<file path="config.mk">
export PLATFORM = sky130hd
export DESIGN_NAME = vsfx_wb
export DESIGN_NICKNAME = d
export VERILOG_FILES = /design/src/rtl/vsfx_pkg.sv /design/src/rtl/vsfx_wb_fifo.sv /design/src/rtl/vsfx_wb.sv
export SDC_FILE = /design/constraint.sdc
export NUM_CORES = 1
export LEC_CHECK = 0
export BUFFER_PORTS_ARGS = -buffer_cell sky130_fd_sc_hd__buf_2
export CELL_PAD_IN_SITES_DETAIL_PLACEMENT = 0
export CELL_PAD_IN_SITES_GLOBAL_PLACEMENT = 1
export CORE_AREA = 2 2 229 231
export CTS_CLUSTER_DIAMETER = 30
export DETAILED_ROUTE_END_ITERATION = 8
export DIE_AREA = 0 0 231 233
export PLACE_DENSITY = 0.7
export RECOVER_POWER = 25
export SLEW_MARGIN = 20
export SYNTH_ARGS = -nofsm -noshare
export SYNTH_HDL_FRONTEND = slang
export SYNTH_SLANG_ARGS = --single-unit
</file>
<file path="constraint.sdc">
create_clock -name clk -period 5.7 [get_ports clk]
set_clock_uncertainty 0.1 [all_clocks]
set_input_delay 0.285 -clock clk [delete_from_list [all_inputs] [get_ports clk]]
set_output_delay 0.285 -clock clk [all_outputs]
set_load 0.005 [all_outputs]
</file>
<file path="src/rtl/vsfx_pkg.sv">
// Shared definitions for the vsfx writeback stage.
//   VR_W        : vector register width in bits
//   AW_DEFAULT  : default vector register address width
//   wb_entry_t  : one queued writeback record {addr, data}
package vsfx_pkg;

  localparam int VR_W       = 128;
  localparam int AW_DEFAULT = 5;

  typedef struct packed {
    logic [AW_DEFAULT-1:0] addr;
    logic [VR_W-1:0]       data;
  } wb_entry_t;

endpackage

</file>
<file path="src/rtl/vsfx_wb_fifo.sv">
// Synchronous FIFO used by the vector writeback stages.
// Ports:
//   clk, rst   : clock, synchronous active-high reset
//   push, din  : enqueue request and data (accepted when not full, or
//                when a pop happens in the same cycle)
//   pop        : dequeue request (ignored when empty)
//   full/empty : occupancy flags
//   count      : number of valid entries (0..DEPTH)
//   dout       : head entry, combinational read of registered storage
module vsfx_wb_fifo #(
  parameter int DEPTH = 4,
  parameter int W     = 133
) (
  input  logic                     clk,
  input  logic                     rst,
  input  logic                     push,
  input  logic [W-1:0]             din,
  input  logic                     pop,
  output logic                     full,
  output logic                     empty,
  output logic [$clog2(DEPTH):0]   count,
  output logic [W-1:0]             dout
);

  localparam int PW = $clog2(DEPTH);
  localparam int CW = PW + 1;
  localparam logic [CW-1:0] FULL_CNT = CW'(DEPTH);

  logic [W-1:0]  mem [DEPTH];
  logic [PW-1:0] wr_ptr;
  logic [PW-1:0] rd_ptr;
  logic          do_push;
  logic          do_pop;

  assign empty = (count == '0);
  assign full  = (count == FULL_CNT);
  assign dout  = mem[rd_ptr];

  // A pop in the same cycle frees the head slot, so a push into a full
  // FIFO is still accepted when it coincides with a pop.
  assign do_pop  = pop & ~empty;
  assign do_push = push & (~full | do_pop);

  // NOTE: sequential state uses non-blocking assignments so every flop
  // samples pre-edge values, independent of statement order.
  always_ff @(posedge clk) begin
    if (rst) begin
      wr_ptr <= '0;
      rd_ptr <= '0;
      count  <= '0;
    end else begin
      // Pointers are log2(DEPTH) bits, so they wrap modulo DEPTH for free.
      if (do_push) wr_ptr <= wr_ptr + 1'b1;
      if (do_pop)  rd_ptr <= rd_ptr + 1'b1;
      unique case ({do_push, do_pop})
        2'b10:   count <= count + 1'b1;
        2'b01:   count <= count - 1'b1;
        default: count <= count;
      endcase
    end
  end

  // NOTE: storage is deliberately not reset; validity is tracked by
  // count/pointers, and leaving the array reset-free keeps it a plain RAM.
  always_ff @(posedge clk) begin
    if (do_push) mem[wr_ptr] <= din;
  end

endmodule

</file>
<file path="src/rtl/vsfx_wb.sv">
// Writeback stage downstream of the vector simple fixed-point unit.
// Queues vsfx results, drains them to the VR file write port via req/ack,
// and maintains sticky VSCR[SAT], architected CR6 and a sticky overflow.
// Ports:
//   clk, rst                 : clock, synchronous active-high reset
//   in_vrt_en, in_vrt,
//   in_sat, in_cr6, in_rc,
//   in_addr                  : vsfx result and side information
//   stall                    : queue full, issue must hold
//   wr_req, wr_addr, wr_data : register-file write request (head entry)
//   wr_ack                   : arbiter grant, retires the head entry
//   vscr_wr_en, vscr_wr_sat  : mtvscr write of SAT
//   vscr_sat, cr6            : architected state
//   ovf                      : sticky, a result was dropped while full
module vsfx_wb
  import vsfx_pkg::*;
#(
  parameter int DEPTH = 4,
  parameter int AW    = AW_DEFAULT
) (
  input  logic            clk,
  input  logic            rst,
  input  logic            in_vrt_en,
  input  logic [VR_W-1:0] in_vrt,
  input  logic            in_sat,
  input  logic [3:0]      in_cr6,
  input  logic            in_rc,
  input  logic [AW-1:0]   in_addr,
  output logic            stall,
  output logic            wr_req,
  output logic [AW-1:0]   wr_addr,
  output logic [VR_W-1:0] wr_data,
  input  logic            wr_ack,
  input  logic            vscr_wr_en,
  input  logic            vscr_wr_sat,
  output logic            vscr_sat,
  output logic [3:0]      cr6,
  output logic            ovf
);

  localparam int EW = AW + VR_W;
  localparam int CW = $clog2(DEPTH) + 1;
  localparam logic [CW-1:0] FULL_CNT = CW'(DEPTH);

  logic          fifo_full;
  logic          fifo_empty;
  logic [CW-1:0] fifo_count;
  logic [EW-1:0] head;
  logic          pop;

  assign pop = wr_req & wr_ack;

  vsfx_wb_fifo #(
    .DEPTH (DEPTH),
    .W     (EW)
  ) u_fifo (
    .clk   (clk),
    .rst   (rst),
    .push  (in_vrt_en),
    .din   ({in_addr, in_vrt}),
    .pop   (pop),
    .full  (fifo_full),
    .empty (fifo_empty),
    .count (fifo_count),
    .dout  (head)
  );

  assign wr_req = ~fifo_empty;
  assign stall  = (fifo_count == FULL_CNT);

  // Storage is not reset, so the head is masked while empty to present
  // clean zeros on the write port.
  assign wr_addr = wr_req ? head[EW-1:VR_W] : '0;
  assign wr_data = wr_req ? head[VR_W-1:0]  : '0;

  // SAT is folded in at capture time; a saturating result beats an
  // mtvscr clear in the same cycle.
  always_ff @(posedge clk) begin
    if (rst) begin
      vscr_sat <= 1'b0;
      cr6      <= 4'b0000;
      ovf      <= 1'b0;
    end else begin
      vscr_sat <= (vscr_wr_en ? vscr_wr_sat : vscr_sat) | (in_vrt_en & in_sat);
      if (in_vrt_en && in_rc) cr6 <= in_cr6;
      if (in_vrt_en && fifo_full && !pop) ovf <= 1'b1;
    end
  end

endmodule

</file>
Word level (Yosys, flattened, before mapping)
Memory sizes are Yosys's and may differ from the RTL's. A register that Yosys moved wholly into a read port is not among the register bits.
Index checks and enable logic that the tools add are counted.
Word-level totals
  memory bits (writable): 532
  output and inout port bits: 141
  flip-flop bits (word level): 13
  memories: 1
  bits of input ports: 145
Operators by class
  multiplexer cells: 8
  bitwise logic cells: 8
  eq/ne operators: 3
  add/subtract/negate cells: 4
  reductions and logical operators: 6
Memories
  u_fifo.mem: depth 4, bits a word 133, rd ports 1, clocked after Yosys merged registers in 1, wr ports 1, line vsfx_wb_fifo.sv:29  | logic [W-1:0] mem [DEPTH];
Operators by type and width (number)
  128-bit two-way mux: 1
  3-bit one-hot mux with 2 select lines: 1
  5-bit two-way mux: 1
  2-bit by 1-bit adder with 2-bit output (second input constant): 2
  1-bit AND: 4
  2-bit two-way mux: 2
  3-bit by 1-bit adder with 3-bit output (second input constant): 1
  3-bit == test (second input constant): 1
  1-bit logical AND: 3
  3-bit logical NOT: 1
  1-bit two-way mux: 3
  3-bit by 1-bit subtractor with 3-bit output (second input constant): 1
  2-bit by 1-bit == test with 1-bit output (second input constant): 1
  2-bit == test (second input constant): 1
  1-bit inverter: 2
  1-bit bitwise OR: 2
  2-bit nonzero test: 1
  1-bit logical NOT: 1

Longest topological paths before layout
Gate-level depths: netlist (run 1).
  depth after elaboration: 8
  mapped depth: 7
  gate-level depth less buffers: 6

Modules after synthesis
A second synthesis (run 1) with hierarchy kept.
Unflattened totals
  cell total of the unflattened synthesis: 925
  area total of the unflattened synthesis: 20961.4 um^2
By module, submodules not included
  vsfx_wb_fifo: times used 1, cells an instance 749, area an instance 19647.6 um^2, sequential area each 16155.5 um^2
  vsfx_wb: times used 1, cells an instance 176, area an instance 1313.8 um^2, sequential area each 120.1 um^2

Worst setup path before layout (run 1)
No wires, ideal clock.
  kind: register to register
  from: register u_fifo.count[2]
  to: memory u_fifo.mem[0][0], enable pin
  buffers on the path: 1
  required time: 5.092 ns
  setup slack: 1.143 ns
  arrival time: 3.949 ns
  cell stages (with the launch flop): 5
  cell sequence: dfxtp_1 -> buf_2 -> nor4b_1 -> nor2b_1 -> and2_1
Between the ends
  longest elaborated chain between the ends: 8
  elaborated cells on any way between the ends: 10
  classes of those cells: 1 x eq/ne; 2 x mux; 6 x bitwise; 1 x reduce/logical
Ends and longest elaborated chain
  start: declaration: line vsfx_wb_fifo.sv:21  | output logic [$clog2(DEPTH):0] count,
  start signal: assignment: line vsfx_wb_fifo.sv:56  | 2'b10: count <= count + 1'b1;
  start signal: assignment: line vsfx_wb_fifo.sv:57  | 2'b01: count <= count - 1'b1;
  start signal: assignment: line vsfx_wb_fifo.sv:58  | default: count <= count;
  3-bit logical NOT: line vsfx_wb_fifo.sv:35  | assign empty = (count == '0);
  1-bit inverter: line vsfx_wb_fifo.sv:41, vsfx_wb.sv:68
  1-bit AND: line vsfx_wb.sv:51  | assign pop = wr_req & wr_ack;
  1-bit AND: line vsfx_wb_fifo.sv:41  | assign do_pop = pop & ~empty;
  1-bit bitwise OR (*): line vsfx_wb_fifo.sv:42  | assign do_push = push & (~full | do_pop);
  1-bit AND (*): line vsfx_wb_fifo.sv:42
  1-bit two-way mux (*): line vsfx_wb_fifo.sv:66  | if (do_push) mem[wr_ptr] <= din;
  1-bit two-way mux (implied by the code) (*): line vsfx_wb_fifo.sv:66
  end: declaration: line vsfx_wb_fifo.sv:29
Every way passes the cells marked *; elsewhere a longest branch is shown, timed or not.

==> results.md, run 1 <==
* Post-synth EDFFs at 532
* Die area at 0.0538 sq mm
* Yosys top cell area share at 0.766
* Initial DRT Pass Iterations at 7
* Unique masters post-synth at 30
* Leak Pwr at 9.79 nW
* Register area share after synthesis at 0.781
* Share of layout cells above drive strength 1 at 0.347
* Post-synth top flop: edfxtp_1
* Worst Tran Pin Value at 955 ps
* Final net count at 1584
* Total congestion overflow at 0
* Crit-path cells: buf_12, mux4_2, and2_1, buf_2
* Core Box Area at 0.0511 sq mm
* Initial antenna violation count at 2
* Setup violations, final at 0
* Synth Area per Inst at 22.3 sq um
* Max VDD drop at 0.000259 V
* Synthesized area at 0.0208 sq mm
* Worst Setup Start Kind: flop
* Sw frac at 0.220
* CP max stage delay at 910 ps
* Post CTS Setup Buffer Count at 0
* Yosys warning count at 0
* PD cells at 441 mW/mm^2
* Clock-pin slew on the worst setup and hold paths at 50 ps
* Initial Util at 0.408
* Minimum clock period at 3400 ps
* Via count at 10800
* Int Power at 9.69 mW
* Slew headroom at 0.363
* Vias per cell at 4.92
* CTS sink cnt at 547
* Die H at 233 microns
* Data arrival time of the critical path at 3020 ps
* Vias in the first global route at 11800
* Cell taking the most area after synthesis: edfxtp_1
* CTS tree: built
* Fill cells at 3997
* H-tree depth at 3
* P_sw at 2.73 mW
* Routability Congestion at 0.681
* Clk root buf: clkbuf_16
* Period utilisation layout at 0.597
* Ranking of synthesized cells by area: edfxtp_1 (77%), mux4_2 (14%), and2_1 (4.1%)
* Setup TNS at 0 ps
* CP required at 5320 ps
* DP HPWL at 23500 microns
* Min-delay worst type: in -> reg
* Final Max Slew Viols at 0
* Synthesized instance count at 933
* Critical path capture point type: output port
* I/O Buffers at 285
* DRC at 0
* FFs w/ async S/R, synth at 0
* Largest net degree at the start of global routing at 88
* Crit Path Category: reg -> out
* RSZ-0062 raised after global routing: no
* CTS Buffer Depth at 3
* Worst-path fanout max at 52
* Comb power frac at 0.103
* Hold Fails Final Rpt at 0
* Row Count at 83
* Drt wl/cell at 20.1 microns
* Clock latency on the worst-skew pair at 630 ps
* Critical Path Slowest Stage Cell: dfxtp_4
* Routed wire length at 44300 microns
* First DRT Iteration DRCs at 682
* IO Pins at 286
* Setup WS post-layout at 2300 ps
* Post-place setup slack at 2730 ps
* Clock buffer count from CTS at 107
* Tot GR Track Use at 0.166
* Outcome: finished clean
* Clock power share at 0.515
* Die width at 231 microns
* Syn nets at 1083
* Fmax at 294 MHz
* P&R area growth vs syn at 35.1%
* Seq pwr share at 0.382
* Max-Cap Viols at 0
* First-pass GRT wire length at 67500 microns
* Antenna Nets Post-Route at 0
* Post-synthesis register bit count at 547
## Yosys cell counts (all sizes together) (2+ instances only)
library cell  instances
mux4                133
dfxtp                15
ha                    4
edfxtp              532
or2                   2
and2                138
inv                   5
o31ai                 2
nand2b                3
o2111ai               2
nand2                 6
buf                  30
or3                   2
nor2                  9
clkbuf               22
nand3                 6
xor2                  4
mux2i                 2
a21oi                 6
## cell type report
cell class | count | area [sq um] | share of cell area
sequential | 547 | 16300 | 0.578
multi-input combinational | 329 | 4260 | 0.151
timing repair buffer | 444 | 2980 | 0.106
clock buffer | 125 | 2820 | 0.100
clock inverter | 73 | 936 | 0.0332
tap | 680 | 851 | 0.0302
inverter | 5 | 18.8 | 0.000667
antenna | 1 | 2.50 | 0.0000889
## cells by family (layout without fill, tap and decap cells)
family | count (synthesis) | after routing | synth area share
flops | 547 | 547 | 0.781
simple gates | 169 | 169 | 0.0487
mux | 136 | 136 | 0.145
buf+inv | 57 | 647 | 0.0154
compound gates | 15 | 15 | 0.00486
fa+ha+maj | 5 | 5 | 0.00336
xor+xnor | 4 | 4 | 0.00168
other cells | 0 | 1 | 0
## worst paths after layout
path	slack, ps	depth (start not counted)	start	to
worst max-delay path	2300	4	flop	wr_data[23]
worst min-delay path	340	2	in_vrt[17]	u_fifo.mem[1][17]
worst max register to register	2750	4	u_fifo.count[0]	u_fifo.mem[3][22]
worst min register to register	390	2	ovf	ovf
## metrics by stage
stage	hold slack (ps)	instance area (sq um)	utilization	power (mW)	cells
3_3_place_gp	340	23000	0.450	6.04	1854
3_5_place_dp	350	23000	0.450	6.06	1854
2_1_floorplan	284	20800	-	5.56	933
4_1_cts	267	28300	0.553	12.6	2203
6_report	335	28200	0.551	12.4	2204
5_1_grt	339	28200	0.551	12.9	2204
## power groups by stage
stage	Sequential (mW)	Clock (mW)	Combinational [mW]
floorplan	4.78	0	0.782
global placement	4.81	0	1.24
detailed placement	4.82	0	1.24
CTS	4.75	6.50	1.33
global route	4.76	6.70	1.41
finish	4.74	6.39	1.28
## layer usage
metal  routed length, microns  vias up  track usage
li1                         -     4849            -
met2                    21400      350        0.263
met1                    19000     5579        0.223
met4                      835        2       0.0583
met5                       13        -            0
met3                     2930       66       0.0442
## cell usage in the layout (no fill, tap or decap), types with 5 or more instances in the layout
| cell type | instances |
|---|---|
| edfxtp_1 | 532 |
| buf_2 | 204 |
| dlygate4sd3_1 | 151 |
| and2_1 | 134 |
| mux4_2 | 133 |
| clkbuf_16 | 109 |
| clkbuf_1 | 94 |
| bufinv_16 | 19 |
| clkinvlp_4 | 15 |
| clkinv_2 | 13 |
| dfxtp_1 | 13 |
| clkinv_1 | 11 |
| nor2_1 | 9 |
| inv_6 | 8 |
| buf_12 | 7 |
| nand3_1 | 6 |
| nand2_1 | 6 |
| a21oi_1 | 6 |
| inv_1 | 5 |
| clkinv_4 | 5 |
## flip-flops by register name, indices dropped and copies added (netlist names), named ones only
name,count
vscr_sat,1
u_fifo.mem,532
u_fifo.wr_ptr,2
u_fifo.count,3
cr6,4
u_fifo.rd_ptr,2
ovf,1
## critical path, delay by kind of cell (launching register included)
family        cells  cell delay, ps
flops             1             910
buf+inv           2             600
mux               1             560
simple gates      1             210
## repair_timing
action                                 4_1_cts  5_1_grt
endpoints found under the hold margin      545        0
gates resized for setup                      0        0
hold buffers                               151        0
No activity file was read; power rests on OpenSTA's default activity.
==> run 2, diff against run 1 <==
Settings changed: PLACE_DENSITY 0.7 to 0.72.
Clock period 5.7 ns to 2.8 ns, I/O delays scaled along.
==> results.md, run 2 (same netlist as run 1, synthesis figures left out) <==
* Outcome: finished clean
* Clock-pin slew on the worst setup and hold paths at 50 ps (about the same)
* Fmax at 377 MHz
* Clock buffer count from CTS at 103 (-3.7%)
* Routability Congestion at 0.745 (+9.5%)
* DRC at 0 (unchanged)
* IO Pins at 286 (unchanged)
* Post-place setup slack at 468 ps (-2260 ps)
* Hold Path Stages at 2 (unchanged)
* WHS Endpoint: u_fifo.mem[2][118]
* Max-Cap Viols at 0 (unchanged)
* Minimum clock period at 2650 ps
* Clock latency on the worst-skew pair at 620 ps (about the same)
* Min-delay worst type: in -> reg
* Power, Total at 24.7 mW (+99%)
* Vias in the first global route at 11800 (+0.22%)
* CP required at 2560 ps (-2760 ps)
* Worst Setup Start Kind: flop
* CTS sink cnt at 547 (unchanged)
* Antenna Nets Post-Route at 0 (unchanged)
* Hold slack at 191 ps (-144 ps)
* Data arrival time of the critical path at 2410 ps (-610 ps)
* CTS tree: built
* Die width at 231 microns (unchanged)
* First DRT Iteration DRCs at 583 (-15%)
* PD cells at 871 mW/mm^2 (+98%)
* Slew headroom at 0.573 (+0.210)
* Worst Tran Pin Value at 640 ps (-315 ps)
* H-tree depth at 3 (unchanged)
* Worst r2r dst: u_fifo.mem[1][26]
* Hold Fails Final Rpt at 0 (unchanged)
* Biggest regs: u_fifo.mem: 532 flops, cr6: 4 flops, u_fifo.count: 3 flops
* Die H at 233 microns (unchanged)
* Max VDD drop at 0.000634 V (+140%)
* Initial antenna violation count at 4 (+2)
* I/O Buffers at 285 (unchanged)
* Register name with the most flops: u_fifo.mem
* Routed wire length at 44600 microns (+0.82%)
* Core Box Area at 0.0511 sq mm (unchanged)
* First-pass GRT wire length at 67800 microns (+0.48%)
* CTS Buffer Depth at 3 (unchanged)
* Period utilisation layout at 0.948
* Crit Path Category: reg -> out
* Reg2reg path depth at 4 (unchanged)
* Vias per cell at 4.95 (+0.54%)
* Total congestion overflow at 0 (unchanged)
* Initial Util at 0.408 (unchanged)
* Worst-path fanout max at 61 (+17%)
* Critical hold path startpoint: in_vrt[118]
* Launch point of the worst reg-to-reg path: u_fifo.count[0]
* Final Max Slew Viols at 0 (unchanged)
* Drt wl/cell at 20.1 microns (-0.13%)
* Initial DRT Pass Iterations at 7 (unchanged)
* Reg2Reg Setup Slack at 500 ps (-2250 ps)
* Setup WS post-layout at 146 ps (-2150 ps)
* Largest net degree at the start of global routing at 98 (+11%)
* Critical path capture point type: output port
* Share of layout cells above drive strength 1 at 0.360 (+0.0128)
* Clk root buf: clkbuf_16
* Setup violations, final at 0 (unchanged)
* Post CTS Setup Buffer Count at 0 (unchanged)
* Tot GR Track Use at 0.168 (+0.00215)
* Final net count at 1602 (+1.1%)
* Die area at 0.0538 sq mm (unchanged)
* Via count at 11000 (+1.5%)
* Most common cell after layout, fill and taps aside: edfxtp_1
* P&R area growth vs syn at 35.8%
* DP HPWL at 25400 microns (+8.5%)
* Fill cells at 3921 (-1.9%)
* Leak Pwr at 9.85 nW (+0.62%)
* RSZ-0062 raised after global routing: no
* Row Count at 83 (unchanged)
* Most frequent cells in the layout: edfxtp_1 (532), buf_2 (205), dlygate4sd3_1 (152)
* Number of flip-flops under the largest register name at 532 (unchanged)
## run 2: changes by cell type in the layout (fill, tap and decap cells not counted), sizes merged, moves of 6 or more
cell / before / now
buf: 212 / 234
clkbuf: 206 / 192
inv: 13 / 22
bufinv: 19 / 13
## run 2: worst max path at each step
stage / slack (ps) / cells past startpoint / to / startpoint
after floorplan: -290 / 4 / u_fifo.mem[0][0] / u_fifo.count[2]
after global placement: 540 / 4 / u_fifo.mem[1][17] / u_fifo.count[0]
after detailed placement: 470 / 4 / u_fifo.mem[1][24] / u_fifo.count[0]
after CTS: 60 / 4 / wr_data[77] / flop
after global routing: 5 / 4 / wr_data[77] / flop
final: 150 / 4 / wr_data[67] / flop
## run 2: critical path: stages (launching register included)
cell and delay, ps:
dfxtp_4 390, buf_12 430, mux4_2 610, and2_1 180, buf_2 120
## run 2: power by group
part | leakage, nW | internal (mW) | total (mW) | switching (mW)
combinational | 3.16 | 1.42 | 2.79 | 1.37
clock | 1.68 | 8.13 | 12.3 | 4.19
sequential | 5.01 | 9.46 | 9.56 | 0.101
total | 9.85 | 19.0 | 24.7 | 5.67
## run 2: per-layer routing
layer | share of wire | vias to the layer above | global-route usage
li1 | - | 4897 | -
met1 | 0.42 | 5685 | 0.215
met2 | 0.49 | 359 | 0.277
met3 | 0.070 | 65 | 0.0498
met4 | 0.016 | 2 | 0.0563
met5 | 0.00029 | - | 0
## run 2: layout make-up
cell class              count  area, sq um  area share
diodes                      4         10.0    0.000354
repair buffers            466         3330       0.118
multi-input cells         329         4260       0.151
clock buffers             112         2650      0.0937
clock inverters            82          902      0.0319
well taps                 680          851      0.0301
flip-flops and latches    547        16300       0.575
inverters                   5         18.8    0.000663
## run 2: repair_timing
| item | in CTS | in global routing |
|---|---|---|
| resized for setup | 0 | 0 |
| hold buffers | 152 | 0 |
| hold endpoints to repair | 547 | 0 |
| setup endpoints to repair | 0 | 0 |
## run 2: through the flow
stage	utilization	cells	area [sq um]	setup TNS [ps]
CTS	0.556	2221	28400	0
floorplan	-	933	20900	-153630
detailed placement	0.456	1875	23300	0
global route	0.554	2222	28300	0
global placement	0.456	1875	23300	0
finish	0.554	2225	28300	0
==> run 3, diff against run 2 <==
Settings changed: GPL_ROUTABILITY_DRIVEN set to 0, PLACE_DENSITY 0.72 to 0.66.
==> results.md, run 3 (same netlist as run 1, synthesis figures left out) <==
* CTS tree: built
* Worst Tran Pin Value at 542 ps (-97.8 ps)
* Slew headroom at 0.638 (+0.0652)
* Critical path capture point type: output port
* Largest net degree at the start of global routing at 73 (-26%)
* Critical Path Slowest Stage Cell: mux4_2
* Clock latency on the worst-skew pair at 620 ps (about the same)
* Critical hold path startpoint: in_vrt[102]
* Outcome: finished clean
* PD cells at 867 mW/mm^2 (-0.47%)
* IO Pins at 286 (unchanged)
* Most common cell after layout, fill and taps aside: edfxtp_1
* Crit Path Category: reg -> out
* Final Max Slew Viols at 0 (unchanged)
* DP HPWL at 25100 microns (-1.4%)
* CP required at 2560 ps (about the same)
* Share of layout cells above drive strength 1 at 0.347 (-0.0127)
* Die H at 233 microns (unchanged)
* Fill cells at 4058 (+3.5%)
* Post-place setup slack at 660 ps (+192 ps)
* Biggest regs: u_fifo.mem: 532 flops, cr6: 4 flops, u_fifo.count: 3 flops
* Initial antenna violation count at 2 (-2)
* CTS sink cnt at 547 (unchanged)
* Reg2reg path depth at 4 (unchanged)
* WHS Endpoint: u_fifo.mem[2][102]
* Total congestion overflow at 0 (unchanged)
* Worst Setup Start Kind: flop
* Drt wl/cell at 20.0 microns (-0.39%)
* First-pass GRT wire length at 67900 microns (+0.13%)
* Vias in the first global route at 11800 (-0.025%)
* Setup WS post-layout at 224 ps (+77.9 ps)
* Core Box Area at 0.0511 sq mm (unchanged)
* Data arrival time of the critical path at 2340 ps (-70 ps)
* Clock buffer count from CTS at 105 (+1.9%)
* Max-Cap Viols at 0 (unchanged)
* Crit-path cells: buf_12, mux4_2, and2_1, buf_2
* Die area at 0.0538 sq mm (unchanged)
* RSZ-0062 raised after global routing: no
* Vias per cell at 4.88 (-1.3%)
* Worst-path fanout max at 51 (-16%)
* Most frequent cells in the layout: edfxtp_1 (532), buf_2 (203), dlygate4sd3_1 (153)
* Initial Util at 0.408 (unchanged)
* Clock-pin slew on the worst setup and hold paths at 40 ps (about the same)
* Number of flip-flops under the largest register name at 532 (unchanged)
* CTS Buffer Depth at 3 (unchanged)
* Max VDD drop at 0.000546 V (-14%)
* I/O Buffers at 285 (unchanged)
* Tot GR Track Use at 0.168 (-0.000467)
* Worst r2r dst: u_fifo.mem[2][24]
* Reg2Reg Setup Slack at 660 ps (+160 ps)
* CP max stage delay at 570 ps (-40 ps)
* Routed wire length at 44300 microns (-0.71%)
* Clk root buf: clkbuf_16
* Minimum clock period at 2580 ps (-77.9 ps)
* H-tree depth at 3 (unchanged)
* Final net count at 1600 (-0.12%)
* Hold Path Stages at 2 (unchanged)
* Launch point of the worst reg-to-reg path: u_fifo.count[2]
* Setup violations, final at 0 (unchanged)
* P&R area growth vs syn at 34.9%
* Row Count at 83 (unchanged)
* Min-delay worst type: in -> reg
* Die width at 231 microns (unchanged)
* DRC at 0 (unchanged)
* Leak Pwr at 9.80 nW (-0.58%)
* Hold slack at 193 ps (+2.10 ps)
* Antenna Nets Post-Route at 0 (unchanged)
* Initial DRT Pass Iterations at 5 (-2)
* Hold Fails Final Rpt at 0 (unchanged)
* Period utilisation layout at 0.920 (-0.0278)
* First DRT Iteration DRCs at 705 (+21%)
* Fmax at 388 MHz (+3.0%)
* Register name with the most flops: u_fifo.mem
* Via count at 10800 (-1.6%)
==> run 3: worst max path at each step <==
| stage | endpoint |
|---|---|
| after floorplan | u_fifo.mem[0][0] |
| after global placement | u_fifo.mem[1][93] |
| after detailed placement | u_fifo.mem[1][93] |
| after CTS | wr_data[82] |
| after global routing | wr_data[20] |
| final | wr_data[92] |
==> run 3: per-stage QoR <==
step                TNS, ps  power [mW]  std cells   util  instance area, sq um
finish                    0        24.4       2218  0.550                 28100
global route              0        25.4       2218  0.550                 28100
CTS                       0        24.7       2217  0.552                 28200
detailed placement        0        12.4       1870  0.454                 23200
global placement          0        12.4       1870  0.454                 23200
floorplan           -153630        11.3        933      -                 20900
==> run 3: routing by layer <==
metal / global-route usage / wire (microns)
met2: 0.266 / 21000
met5: 0 / 0
met4: 0.0581 / 800
met3: 0.0418 / 2830
met1: 0.228 / 19600
==> run 3: power breakdown <==
group	internal [mW]	total (mW)	leakage [nW]	switching, mW
combinational	1.40	2.78	3.11	1.37
clock	8.08	12.0	1.68	3.97
sequential	9.47	9.57	5.01	0.104
total	18.9	24.4	9.80	5.45
==> run 3: layout make-up <==
cell class                 instances  area [sq um]  share of cell area
sequential                       547         16300               0.579
multi-input combinational        329          4260               0.152
timing repair buffer             462          3220               0.115
clock buffer                     123          2780              0.0989
tap                              680           851              0.0303
clock inverter                    71           702              0.0250
inverter                           5          18.8            0.000667
antenna                            1          2.50           0.0000890
==> run 3: worst max-delay path: cells and delay by family, from the launching register on <==
kind / cells / cell delay (ps)
flip-flops: 1 / 380
AND/OR/NAND/NOR: 1 / 200
buffers and inverters: 2 / 480
multiplexers: 1 / 570
==> run 3: timing repair <==
item / CTS / global route
hold buffers: 153 / 0
endpoints found under the hold margin: 547 / 0
resized for setup: 0 / 0
setup buffers: 0 / 0
